$ cat config.mk
export PLATFORM = sky130hd
export DESIGN_NAME = fifo_sync
export DESIGN_NICKNAME = d
export VERILOG_FILES = /design/src/rtl/fifo_sync.sv
export SDC_FILE = /design/constraint.sdc
export NUM_CORES = 1
export LEC_CHECK = 0
export BUFFER_PORTS_ARGS = -buffer_cell sky130_fd_sc_hd__buf_2
export CAP_MARGIN = 20
export CORE_ASPECT_RATIO = 1.25
export CORE_MARGIN = 2
export CORE_UTILIZATION = 55
export CTS_BUF_LIST = sky130_fd_sc_hd__clkbuf_16
export DETAILED_ROUTE_END_ITERATION = 12
export GPL_ROUTABILITY_DRIVEN = 0
export GPL_TIMING_DRIVEN = 0
export HOLD_SLACK_MARGIN = 0.05
export PLACE_DENSITY = 0.8
export SETUP_SLACK_MARGIN = 0.4
export SLEW_MARGIN = 20
export SYNTH_ARGS = -nofsm -noshare
export SYNTH_HDL_FRONTEND = slang
export SYNTH_SLANG_ARGS = --single-unit
$ cat constraint.sdc
create_clock -name CLK -period 3.95 [get_ports CLK]
set_clock_uncertainty 0.2 [all_clocks]
set_input_delay 0.9875 -clock CLK [delete_from_list [all_inputs] [get_ports CLK]]
set_output_delay 0.9875 -clock CLK [all_outputs]
set_load 0.05 [all_outputs]
$ cat src/rtl/fifo_sync.sv
// Single-clock first-word-fall-through FIFO with 2-bit full/empty status words,
// occupancy count and sticky overflow/underflow flags. All outputs are registered.
module fifo_sync #(
  parameter int unsigned DATA_W = 24,
  parameter int unsigned ADDR_W = 4,
  parameter int unsigned ALMOST = 2
) (
  input  logic              CLK,
  input  logic              RSTn,
  input  logic              winc,
  input  logic [DATA_W-1:0] wdata,
  output logic [1:0]        wfull,
  input  logic              rinc,
  output logic [DATA_W-1:0] rdata,
  output logic [1:0]        rempty,
  output logic [ADDR_W:0]   count,
  output logic              ovf_err,
  output logic              udf_err
);

  localparam int unsigned DEPTH = 2 ** ADDR_W;
  localparam logic [ADDR_W:0] CntZero     = '0;
  localparam logic [ADDR_W:0] CntOne      = (ADDR_W + 1)'(1);
  localparam logic [ADDR_W:0] CntFull     = (ADDR_W + 1)'(DEPTH);
  localparam logic [ADDR_W:0] CntAlmFull  = (ADDR_W + 1)'(DEPTH - ALMOST);
  localparam logic [ADDR_W:0] CntAlmEmpty = (ADDR_W + 1)'(ALMOST);

  logic [DATA_W-1:0] mem [DEPTH];

  logic [ADDR_W-1:0] wptr_q, wptr_d;
  logic [ADDR_W-1:0] rptr_q, rptr_d;
  logic [ADDR_W:0]   count_q, count_d;
  logic [DATA_W-1:0] rdata_q, rdata_d;
  logic [1:0]        wfull_q, wfull_d;
  logic [1:0]        rempty_q, rempty_d;
  logic              ovf_q, ovf_d;
  logic              udf_q, udf_d;
  logic              wr_acc, rd_acc;

  always_comb begin
    rd_acc   = rinc && (count_q != CntZero);
    wr_acc   = winc && ((count_q != CntFull) || rd_acc);
    wptr_d   = wptr_q + ADDR_W'(wr_acc);
    rptr_d   = rptr_q + ADDR_W'(rd_acc);

    count_d  = count_q;
    if (wr_acc && !rd_acc) begin
      count_d = count_q + CntOne;
    end else if (rd_acc && !wr_acc) begin
      count_d = count_q - CntOne;
    end

    // When the FIFO is (or becomes) empty before this write, the new head is
    // the word being written now, which the memory does not hold yet.
    rdata_d = '0;
    if (count_d != CntZero) begin
      if ((count_q == CntZero) || ((count_q == CntOne) && rd_acc)) begin
        rdata_d = wdata;
      end else begin
        rdata_d = mem[rptr_d];
      end
    end

    ovf_d = ovf_q || (winc && !wr_acc);
    udf_d = udf_q || (rinc && !rd_acc);

    wfull_d = 2'b00;
    if (count_d == CntFull) begin
      wfull_d = 2'b01;
    end else if (count_d >= CntAlmFull) begin
      wfull_d = 2'b10;
    end

    rempty_d = 2'b00;
    if (count_d == CntZero) begin
      rempty_d = 2'b01;
    end else if (count_d <= CntAlmEmpty) begin
      rempty_d = 2'b10;
    end
  end

  always_ff @(posedge CLK) begin
    if (wr_acc) begin
      mem[wptr_q] <= wdata;
    end
  end

  always_ff @(posedge CLK or negedge RSTn) begin
    if (!RSTn) begin
      wptr_q   <= '0;
      rptr_q   <= '0;
      count_q  <= '0;
      rdata_q  <= '0;
      wfull_q  <= 2'b00;
      rempty_q <= 2'b01;
      ovf_q    <= 1'b0;
      udf_q    <= 1'b0;
    end else begin
      wptr_q   <= wptr_d;
      rptr_q   <= rptr_d;
      count_q  <= count_d;
      rdata_q  <= rdata_d;
      wfull_q  <= wfull_d;
      rempty_q <= rempty_d;
      ovf_q    <= ovf_d;
      udf_q    <= udf_d;
    end
  end

  assign wfull   = wfull_q;
  assign rempty  = rempty_q;
  assign rdata   = rdata_q;
  assign count   = count_q;
  assign ovf_err = ovf_q;
  assign udf_err = udf_q;

endmodule

## After elaboration in Yosys (flattened, before gate mapping)

Memories as Yosys holds them, arrays and structs flattened.
Cells that the tools add are included.

| word-level totals | value |
|---|---|
| bits in registers | 43 |
| memories kept | 1 |
| bits of input ports | 28 |
| memory bits (writable) | 384 |
| output and inout bits | 35 |

| cells by class | value |
|---|---|
| multiplexer cells | 10 |
| reduce and logical (&&, ||, !) cells | 17 |
| add/sub/neg operators | 4 |
| magnitude comparators | 2 |
| equality and inequality tests | 3 |

Memories:

| memory | words | width | read ports | clocked after memory_dff | wr ports | line | source |
|---|---|---|---|---|---|---|---|
| mem | 16 | 24 | 1 | 0 | 1 | 28 | `logic [DATA_W-1:0] mem [DEPTH];` |

Operators by type and width:

| cell | number |
|---|---|
| 2-to-1 mux 24 bit | 2 |
| logical NOT 5 bit | 2 |
| 2-to-1 mux 5 bit | 2 |
| nonzero test 5 bit | 2 |
| adder 4 x 1 -> 4 bit | 2 |
| 2-to-1 mux 2 bit | 4 |
| logical AND 1 bit | 7 |
| adder 5 x 1 -> 5 bit, second input constant | 1 |
| equality test 5 x 1 -> 1 bit, second input constant | 1 |
| equality test 5 bit, second input constant | 1 |
| greater-or-equal comparator 5 x 4 -> 1 bit, second input constant | 1 |
| less-or-equal comparator 5 x 2 -> 1 bit, second input constant | 1 |
| != test 5 bit, second input constant | 1 |
| subtractor 5 x 1 -> 5 bit, second input constant | 1 |
| logical OR 1 bit | 4 |
| logical NOT 1 bit | 2 |
| 2-to-1 mux 1 bit | 2 |

## Depth between registers and ports, before layout

| depth | value |
|---|---|
| depth in word-level cells | 11 |
| gate-level depth with buffers | 14 |
| gate-level depth less buffers | 11 |

## Worst setup path before layout

No wires, ideal clock.

| timing path | value |
|---|---|
| kind | register -> register |
| from | register count_q[0] (netlist: count[0]) |
| to | memory mem[0][0], enable pin |
| cell stages (with the launch flop) | 7 |
| buffers on the path | 0 |
| required time | 3.315 ns |
| data arrival time | 3.884 ns |
| slack | -0.569 ns |
| clock period less this slack | 4.519 ns |
| setup time | 0.435 ns |
| cell sequence | dfrtp_1 -> inv_1 -> ha_1 -> and4bb_2 -> a21oi_1 -> or3b_2 -> nor3_1 |

| on the way | value |
|---|---|
| word-level cells in the longest chain between the ends | 6 |
| elaborated cells on any way between the ends | 7 |
| classes of those cells | 1 x eq/ne; 2 x mux; 4 x reduce/logical |

RTL lines:

| what | line | source |
|---|---|---|
| from (decl) | 32 | `logic [ADDR_W:0] count_q, count_d;` |
| from (signal assigned) | 101 | `count_q <= count_d;` |
| nonzero test 5 bit | 41 | `rd_acc = rinc && (count_q != CntZero);` |
| logical AND 1 bit | 41 |  |
| logical OR 1 bit (*) | 42 | `wr_acc = winc && ((count_q != CntFull) \|\| rd_acc);` |
| logical AND 1 bit (*) | 42 |  |
| 2-to-1 mux 1 bit (*) | 83 | `if (wr_acc) begin` |
| 2-to-1 mux 1 bit (implied by the code) (*) | 84 | `mem[wptr_q] <= wdata;` |
| to (decl) | 28 |  |

Every way passes the cells marked *; elsewhere a longest branch is shown, timed or not.

## Final worst setup path

| timing path | value |
|---|---|
| from | register count_q[0] (netlist: count[0]) |
| to | register rdata_q[12] (netlist: rdata[12]) |

| on the way | value |
|---|---|
| word-level cells in the longest chain between the ends | 10 |
| elaborated cells on any way between the ends | 22 |
| classes of those cells | 3 x add/sub; 2 x eq/ne; 4 x mux; 12 x reduce/logical; 1 x memory |

RTL lines:

| what | line | source |
|---|---|---|
| parallel branches: the longest is 9 deep, another holds memory (16 x 24 bit) | n/a |  |
| 2-to-1 mux 24 bit (*) | 56 | `if (count_d != CntZero) begin` |
| net rdata_d[12] | 33 | `logic [DATA_W-1:0] rdata_q, rdata_d;` |
| to (signal assigned) | 102 | `rdata_q <= rdata_d;` |
| to (decl) | 33 |  |

Mark *: on every way through the listed nets, which the timed path passes.

==> flow_summary.json <==
{
  "viasPerCell": 6.396,
  "dp_worst_setup_slack_ns": -0.4287,
  "cp_slowest_cell": "dfrtp_2",
  "dr.pass1.iters": 5,
  "clock_latency_ns": 0.54,
  "min_period_over_period_pct": 90.40,
  "fin_tns_setup_ns": 0,
  "dieArea_um2": 31760,
  "swShare_pct": 35.76,
  "yosys_most_used_dff": "edfxtp_1",
  "antennaDiodeCount": 0,
  "tightestPinTransition_ns": 0.7976,
  "crit_path_max_fanout": 10,
  "fp.dieW_um": 159.8,
  "grt_pass1_vias": 9043,
  "cts.path.max_buffers": 3,
  "grt_pass1_wl_um": 57200,
  "busiest_layer": "met2",
  "period_needed_ns": 3.571,
  "dp_hpwl_um": 23820,
  "cts_max_level": 2,
  "avgRoutedWirePerCell_um": 28.28,
  "worst_ep_arrival_time_ns": 3.76,
  "leakage_uw": 0.006611,
  "syn-cell-area_um2": 16690,
  "most-common-layout-cells": "edfxtp_1, mux4_2, buf_2",
  "maxSlewHeadroom_pct": 46.83,
  "synth_warnings": 0,
  "ys_seq_elements": 427,
  "nNetsFinal": 970,
  "synthCells": 808,
  "rsz0062_at_grt": "true",
  "mostFrequentLayoutCell": "edfxtp_1",
  "r2r_slack_ns": 0.38,
  "rr_endpoint": "rdata[12]",
  "status": "finished, final reports clean",
  "slowest_delay_ns": 0.44,
  "cts_hold_buf": 0,
  "hold_viol": 0,
  "clk_pin_slew_worst_paths_ns": 0.06,
  "gr-usage-all-layers_pct": 24.89,
  "syn_to_final_growth_pct": 17.21,
  "placed_cells": 1290,
  "crit_buf_inv": 3,
  "crit_path_start": "count[0]",
  "antenna_found_initial": 0,
  "ys_seq_area_share_pct": 75.56,
  "cp.depth": 13,
  "die_height_um": 198.7,
  "power_frac_clock_pct": 22.1,
  "switchingPower_uw": 5813,
  "ir_drop_v": 0.0004789,
  "fin_cells": 1365,
  "drtIter0Drc": 980,
  "p_comb_share_pct": 42.4,
  "power.density_nw_per_um2": 831.3,
  "seqPwrFrac_pct": 35.5,
  "cp_top_family": "buffers and inverters",
  "drv_slew": 0,
  "cap_violations": 0,
  "grtUsageMet2_pct": 42.17,
  "internal_power_uw": 10440,
  "endpoint_kind": "flop",
  "crit_type": "flop to flop",
  "use_met3_pct": 4.566,
  "worstHoldPathType": "input pin to async pin",
  "cts_made_buffers": 39,
  "synth-edff-count": 384,
  "clock_sinks": 427,
  "via_count": 8730,
  "synth_cell_types": 48,
  "setup_viol": 0,
  "path_cells": "inv_2 > ha_2 > nor4b_4 > nor2_1 > ha_1 > ha_1 > xor2_2 > buf_4 > buf_4 > mux2i_2 > nand3_1 > o211ai_1 > a21oi_1",
  "synthArstFlopShare_pct": 10.07,
  "overflow": 0,
  "fmax_mhz": 280.1,
  "synthesis.nets": 844,
  "drive_gt1_share_pct": 31.74,
  "start_util_pct": 55.57,
  "grt_start_max_net_pins": 44,
  "cts_tree": "yes",
  "ioPinCount": 63,
  "io_buffers": 61,
  "clock-root-buffer": "clkbuf_16",
  "avgSynthCellArea_um2": 20.65,
  "fin_ws_ns": 0.3794,
  "met1_usage_pct": 32.33,
  "crit_path_start_kind": "flop",
  "critical_path_required_ns": 4.14,
  "core_area_um2": 30030,
  "ant_nets": 0,
  "rr_worst_depth": 13,
  "fillers": 1943,
  "r2r_start": "count[0]",
  "num_rows": 71,
  "drc": 0,
  "wl_um": 38600,
  "crit_path_end": "rdata[12]"
}
worst reg2reg max path, delay by kind of cell, from the launching register on:
family	cells	cell delay, ns
fa+ha+maj	3	0.69
compound gates	2	0.33
mux	1	0.30
xor+xnor	1	0.31
simple gates	3	0.45
flops	1	0.44
buf+inv	3	0.70
logic make-up after synthesis:
| group | share of synthesized area, % |
|---|---|
| DFF | 75.56 |
| AOI/OAI and AO/OA | 2.752 |
| muxes | 15.96 |
| buffers and inverters | 1.500 |
| xor gates and xnor gates | 0.2100 |
| adders and majority gates | 0.5999 |
| and+or+nand+nor | 3.412 |
synth_stat cells, types with 2 or more instances:
cell type  instances  area [µm²]
and2_1             2       12.51
nand3_1           51       255.2
buf_6              3       33.78
nand2b_1           3       18.77
o21ai_0            3       15.01
mux2i_1           49       490.5
dfrtp_1           42        1051
clkbuf_1          21       78.83
o211ai_1          27       202.7
edfxtp_1         384       11530
buf_2             17       85.08
nand3b_1           3       22.52
nand2_1            3       11.26
buf_1              7       26.28
or4_1              2       15.01
ha_1               8       100.1
xor2_1             3       26.28
inv_1              7       26.28
a21oi_1           26       130.1
nor3_1             7       35.03
mux4_2            96        2162
nand4_1            3       18.77
nor2_1            15       56.30
a31o_2             2       17.52
metrics by stage:
stage | hold slack, ns | cell area (µm²) | total power, µW | util (%)
after global routing | 0.2916 | 19560 | 16830 | 65.13
final | 0.2663 | 19560 | 16260 | 65.13
after detailed placement | 0.2438 | 18090 | 12230 | 60.24
after floorplan | 0.2751 | 16720 | 10290 | -
after global placement | 0.2402 | 17530 | 11850 | 58.37
after CTS | 0.2587 | 19490 | 16180 | 64.91
power groups by stage:
stage | clock network [µW] | logic (µW) | registers (µW)
floorplan | 0 | 3860 | 6420
global placement | 0 | 6000 | 5850
detailed placement | 0 | 6370 | 5860
CTS | 3640 | 6760 | 5780
global route | 3800 | 7210 | 5810
finish | 3600 | 6890 | 5770
registers in the layout, summed over array words and instances, names as in the netlist:
| register | flops |
|---|---|
| rempty | 2 |
| udf_err | 1 |
| mem | 384 |
| rptr_q | 4 |
| wptr_q | 4 |
| ovf_err | 1 |
| rdata | 24 |
| wfull | 2 |
| count | 5 |
worst min-delay path by stage:
| stage | start | end | slack, ns |
|---|---|---|---|
| floorplan | rptr_q[0] | rptr_q[0] | 0.28 |
| global placement | udf_err | udf_err | 0.24 |
| detailed placement | udf_err | udf_err | 0.24 |
| CTS | udf_err | udf_err | 0.26 |
| global route | udf_err | udf_err | 0.29 |
| finish | RSTn | rdata[4] | 0.27 |
final cells by class:
type / count / area, µm² / area share, %
flip-flops and latches: 427 / 12610 / 64.48
multi-input cells: 326 / 3995 / 20.43
clock buffers: 41 / 1026 / 5.246
repair buffers: 85 / 788.3 / 4.030
well taps: 401 / 501.7 / 2.565
plain buffers: 48 / 419.2 / 2.143
clock inverters: 30 / 190.2 / 0.9724
inverters: 7 / 26.28 / 0.1343
routing by layer:
layer | wire [µm] | up-vias
li1 | - | 3609
met1 | 13790 | 4477
met2 | 19820 | 535
met3 | 3439 | 109
met4 | 1559 | 0
met5 | 0 | -
timing repair:
item | in CTS | in global routing
pin swaps | 1 | 2
setup buffers | 1 | 3
gates resized for setup | 54 | 16
endpoints found under the setup margin | 25 | 24
(Power assumes the default switching activity.)
